==> src/rtl/apb_pkg.sv <==
// Shared APB definitions: bus widths, FSM state type and a counter sizing helper.
package apb_pkg;

  localparam int APB_ADDR_WIDTH = 3;
  localparam int APB_DATA_WIDTH = 32;

  typedef enum logic [1:0] {
    IDLE   = 2'd0,
    SETUP  = 2'd1,
    ACCESS = 2'd2
  } apb_state_t;

  // Bits needed to hold values 0..max_val without wrapping (at least one bit).
  function automatic int cnt_width(input int max_val);
    return (max_val < 2) ? 1 : $clog2(max_val + 1);
  endfunction

endpackage

==> src/rtl/apb_master.sv <==
// APB3 requester: turns one valid/ready command into one APB transfer and
// reports completion (read data) or a wait-state timeout on a one-cycle strobe.
//
// Handshakes: a command is taken on a rising edge where cmd_valid and cmd_ready
// are both high; cmd_ready is high exactly while the FSM is IDLE. The response
// side has no backpressure: rsp_valid is high for one cycle and rsp_err/rsp_rdata
// are valid with it.
module apb_master
  import apb_pkg::*;
#(
  parameter int ADDR_WIDTH     = APB_ADDR_WIDTH,
  parameter int DATA_WIDTH     = APB_DATA_WIDTH,
  parameter int TIMEOUT_CYCLES = 16
) (
  input  logic                  PCLK,
  input  logic                  PRESETn,
  input  logic                  cmd_valid,
  output logic                  cmd_ready,
  input  logic                  cmd_write,
  input  logic [ADDR_WIDTH-1:0] cmd_addr,
  input  logic [DATA_WIDTH-1:0] cmd_wdata,
  output logic                  rsp_valid,
  output logic [DATA_WIDTH-1:0] rsp_rdata,
  output logic                  rsp_err,
  output logic                  PSEL,
  output logic                  PENABLE,
  output logic                  PWRITE,
  output logic [ADDR_WIDTH-1:0] PADDR,
  output logic [DATA_WIDTH-1:0] PWDATA,
  input  logic [DATA_WIDTH-1:0] PRDATA,
  input  logic                  PREADY,
  output apb_state_t            state_o
);

  localparam int CW = cnt_width(TIMEOUT_CYCLES);
  localparam logic [CW-1:0] CNT_MAX = '1;
  // Value of the wait counter on the edge that would be the TIMEOUT_CYCLES-th wait.
  localparam logic [CW-1:0] TO_LAST = (TIMEOUT_CYCLES > 0) ? CW'(TIMEOUT_CYCLES - 1) : '0;
  localparam logic TO_EN = (TIMEOUT_CYCLES > 0);

  apb_state_t            state_q;
  logic                  psel_q;
  logic                  penable_q;
  logic                  pwrite_q;
  logic [ADDR_WIDTH-1:0] paddr_q;
  logic [DATA_WIDTH-1:0] pwdata_q;
  logic                  rsp_valid_q;
  logic                  rsp_err_q;
  logic [DATA_WIDTH-1:0] rsp_rdata_q;
  logic [CW-1:0]         wait_q;
  logic [CW-1:0]         wait_d;
  logic                  timeout_hit;

  // Saturating increment of the wait-state counter and the abort condition.
  always_comb begin
    wait_d      = (wait_q == CNT_MAX) ? wait_q : wait_q + 1'b1;
    timeout_hit = TO_EN && (wait_q == TO_LAST);
  end

  // Transfer FSM with registered bus and response outputs.
  always_ff @(posedge PCLK or negedge PRESETn) begin
    if (!PRESETn) begin
      state_q     <= IDLE;
      psel_q      <= 1'b0;
      penable_q   <= 1'b0;
      pwrite_q    <= 1'b0;
      paddr_q     <= '0;
      pwdata_q    <= '0;
      rsp_valid_q <= 1'b0;
      rsp_err_q   <= 1'b0;
      rsp_rdata_q <= '0;
      wait_q      <= '0;
    end else begin
      rsp_valid_q <= 1'b0;
      rsp_err_q   <= 1'b0;
      case (state_q)
        IDLE: begin
          if (cmd_valid) begin
            pwrite_q  <= cmd_write;
            paddr_q   <= cmd_addr;
            pwdata_q  <= cmd_wdata;
            psel_q    <= 1'b1;
            penable_q <= 1'b0;
            wait_q    <= '0;
            state_q   <= SETUP;
          end
        end
        SETUP: begin
          penable_q <= 1'b1;
          state_q   <= ACCESS;
        end
        ACCESS: begin
          if (PREADY) begin
            rsp_valid_q <= 1'b1;
            rsp_rdata_q <= pwrite_q ? '0 : PRDATA;
            psel_q      <= 1'b0;
            penable_q   <= 1'b0;
            state_q     <= IDLE;
          end else if (timeout_hit) begin
            rsp_valid_q <= 1'b1;
            rsp_err_q   <= 1'b1;
            rsp_rdata_q <= '0;
            psel_q      <= 1'b0;
            penable_q   <= 1'b0;
            state_q     <= IDLE;
          end else begin
            wait_q <= wait_d;
          end
        end
        default: begin
          psel_q    <= 1'b0;
          penable_q <= 1'b0;
          state_q   <= IDLE;
        end
      endcase
    end
  end

  assign cmd_ready = (state_q == IDLE);
  assign rsp_valid = rsp_valid_q;
  assign rsp_err   = rsp_err_q;
  assign rsp_rdata = rsp_rdata_q;
  assign PSEL      = psel_q;
  assign PENABLE   = penable_q;
  assign PWRITE    = pwrite_q;
  assign PADDR     = paddr_q;
  assign PWDATA    = pwdata_q;
  assign state_o   = state_q;

endmodule

==> config.mk <==
export PLATFORM = sky130hd
export DESIGN_NAME = apb_master
export DESIGN_NICKNAME = d
export VERILOG_FILES = /design/src/rtl/apb_pkg.sv /design/src/rtl/apb_master.sv
export SDC_FILE = /design/constraint.sdc
export NUM_CORES = 1
export LEC_CHECK = 0
export CORE_ASPECT_RATIO = 1.4
export CORE_MARGIN = 3
export CORE_UTILIZATION = 43
export CTS_CLUSTER_DIAMETER = 100
export DETAILED_ROUTE_END_ITERATION = 10
export PLACE_DENSITY = 0.9
export RECOVER_POWER = 25
export SLEW_MARGIN = 10
export SYNTH_ARGS = -nofsm -noshare
export SYNTH_HDL_FRONTEND = slang
export SYNTH_SLANG_ARGS = --single-unit
==> constraint.sdc <==
create_clock -name PCLK -period 4.18 [get_ports PCLK]
set_clock_uncertainty 0.2 [all_clocks]
set_input_delay 0.418 -clock PCLK [delete_from_list [all_inputs] [get_ports PCLK]]
set_output_delay 0.418 -clock PCLK [all_outputs]
set_load 0.02 [all_outputs]
==> flow_summary.yaml <==
routing:
  ant_nets: 0
  wl_um: 6860
  drt_iter0_markers: 69
  drcViolationCount: 0
  viasPerCell: 4.97
  drt_pre_antenna_iters: 4
  vias: 2191
  routedWlPerCell_um: 15.5
place:
  placed_area_mm2: 0.00450
  dp_hpwl_um: 5080
  place.gp.congestion: 0.755
  portBuffers: 146
global_routing:
  grt_overflow: 0
  grt_max_degree: 79
  antenna_found_initial: 0
  first_global_vias: 2289
  grt_use_total_pct: 17.7
  grt_pass1_wl_um: 11200
clocking:
  postCtsSetupBuffers: 0
  ctsHoldBuffers: 0
  cts-root-buf: "clkbuf_8"
  cts_inserted_buffers: 9
  clock-sinks: 78
  clock_path_buffers: 2
  clk_latency_ns: 0.34
  cts_tree: "done"
  cts.repair.resized: 0
  cts_htree_levels: 3
  clk_pin_slew_ns: 0.08
job:
  cap_violations: 1
floorplan:
  die_w_um: 76.1
  dieHeight_um: 104
  core_area_mm2: 0.00661
  ioPinCount: 147
  start_util_pct: 44.7
  rows: 35
  dieArea_mm2: 0.00792
worst_setup_path:
  path_buf_inv: 0
  worstSetupPathType: "reg2reg"
  cp-start-kind: "flip-flop"
  path_delay_family: "simple AND/OR/NAND/NOR gates"
  cpMostUsedCell: "ha_1"
  slowest_stage: "or4b_1"
  required_ns: 4.20
  end_kind: "flip-flop"
  path_cells: "ha_1 > and3_1 > ha_1 > or4b_1 > a21oi_2 > mux2_1"
  crit_path_max_fanout: 5
  critPathMaxStageDelay_ns: 0.53
  arrival_ns: 2.54
power:
  p_leak_nw: 1.99
  powerDensity_mw_per_mm2: 719
  irDropWorstVdd_uv: 459
synthesis:
  synth_top_area_share_pct: 66.0
  syn_area_mm2: 0.00296
  synth_nets: 271
  ys_warn_count: 0
  postSynthCellCount: 196
  ys_ff_latch: 78
  synth_area_per_cell_um2: 15.1
  synthTopCellsByArea: "dfrtp_1 66%, mux2_2 14%, a22o_1 9.5%, ha_1 1.3%, buf_2 1.0%"
  seq_area_frac_synth_pct: 66.0
  yosysTopAreaCell: "dfrtp_1"
  yosysUniqueCellTypes: 26
timing:
  rsz0062_at_grt: "no"
  hold_violations: 0
  post-route-min-period_ns: 2.52
  drv_slew: 79
  maxSlewHeadroom_pct: -23.1
  setup_viol: 0
  worst_pin_slew_ns: 1.85
  tns_ns: 0
  fin_crit_sh_pct: 60.4
  max_freq_mhz: 396
cells_and_area:
  final_layout_size_suffix_gt1_share_pct: 16.9
  post-route-cell-area_mm2: 0.00467
  area_growth_pct: 58.2
  fin_util_pct: 70.7
  antennaDiodeCount: 0
  nets: 419
hold_path:
  hold_path_class: "reg2reg"
run_status:
  outcome: "finished with violations"
  violations: "max-capacitance violations, max-slew violations"
[layout make-up]
| cell class | instances | area, um^2 |
|---|---|---|
| fillers | 462 | 1940 |
| flip-flops and latches | 78 | 1950 |
| multi-input cells | 101 | 935 |
| clock buffers | 9 | 124 |
| clock inverters | 7 | 55.1 |
| repair buffers | 148 | 1470 |
| inverters | 6 | 22.5 |
| well taps | 92 | 115 |
[final timing paths]
path | start | to | slack (ns) | cells past startpoint
worst max-delay path | wait_q[0]$_DFFE_PN0P_ | wait_q[4]$_DFFE_PN0P_ | 1.66 | 6
worst min register to register | PWDATA[9]$_DFFE_PN0P_ | PWDATA[9]$_DFFE_PN0P_ | 0.31 | 1
worst min-delay path | PWDATA[9]$_DFFE_PN0P_ | PWDATA[9]$_DFFE_PN0P_ | 0.31 | 1
max in group asynchronous | PRESETn | rsp_rdata[15]$_DFFE_PN0P_ | 2.32 | 1
worst max register to register | wait_q[0]$_DFFE_PN0P_ | wait_q[4]$_DFFE_PN0P_ | 1.66 | 6
min in group asynchronous | PRESETn | PWDATA[21]$_DFFE_PN0P_ | 0.37 | 1
[Yosys cell counts, drive strengths merged]
cell type and number:
nand2b 2, nor2 3, o211ai 2, mux2 39, nor3 2, dfrtp 78
and3 2, nor2b 1, nand2 1, nor3b 2, or4b 1, nand4 3
inv 6, and2 1, clkbuf 3, o21ai 3, buf 8, a21oi 2
ha 3, or3 2, a22o 32
[per-stage QoR]
step / worst slack (ns) / power, mW / hold WS (ns) / cells
floorplan: 1.84 / 2.08 / -0.0776 / 196
global placement: 1.67 / 2.85 / 0.288 / 425
detailed placement: 1.59 / 2.90 / 0.291 / 425
CTS: 1.64 / 3.41 / 0.0428 / 441
global route: 1.56 / 3.54 / 0.322 / 441
finish: 1.66 / 3.36 / 0.307 / 441
[cell families after synthesis]
group | Yosys count | synth area share [%]
DFF | 78 | 66.0
AOI/OAI and AO/OA | 39 | 11.0
muxes | 39 | 14.9
and+or+nand+nor | 20 | 4.19
buffers and inverters | 17 | 2.67
adders and majority gates | 3 | 1.27
[report_power, final]
group	leakage (nW)	internal [mW]	switching [mW]
Sequential	0.971	1.07	0.181
Combinational	0.930	0.869	0.744
Clock	0.0870	0.222	0.277
[flip-flops by register name, summed over array words and instances, names as in the netlist]
signal and cells:
PSEL 1, rsp_valid 1, state_o 2, PWDATA 32
wait_q 5, rsp_err 1, PWRITE 1, PADDR 3
rsp_rdata 32
[cells in the final DEF, fill, tap and decap left out]
master,netlist,layout
clkdlybuf4s50_1,0,145
nand4_1,3,3
a21oi_2,1,1
clkinvlp_4,0,2
ha_1,3,3
clkbuf_8,0,9
nor3b_4,0,1
and3_1,2,2
inv_6,0,4
o211ai_1,2,2
a22o_1,32,32
buf_4,2,2
clkinv_2,0,1
nor2b_1,1,1
a21oi_1,1,1
nor2_1,3,3
inv_1,6,6
o21ai_2,0,1
nor3b_1,1,1
mux2_2,37,37
o21ai_0,2,2
dfrtp_1,78,78
or3_1,2,2
nand2b_1,2,2
or4b_1,1,1
and2_1,1,1
mux2_1,2,2
clkbuf_2,0,1
nor3_1,2,2
nand2_1,1,1
[worst register-to-register path: stages (launching register included)]
cell     delay, ns
dfrtp_1       0.40
ha_1          0.23
and3_1        0.17
ha_1          0.25
or4b_1        0.54
a21oi_2       0.28
mux2_1        0.35
[routing by layer]
layer  up-vias  global-route usage, %  routed length [um]
met1      1068                   19.7                2640
met3        13                   6.76                 572
met5         -                      0                   0
met2       105                   30.5                3510
li1       1005                      -                   -
met4         0                   6.74                 135
(Power assumes the default switching activity.)
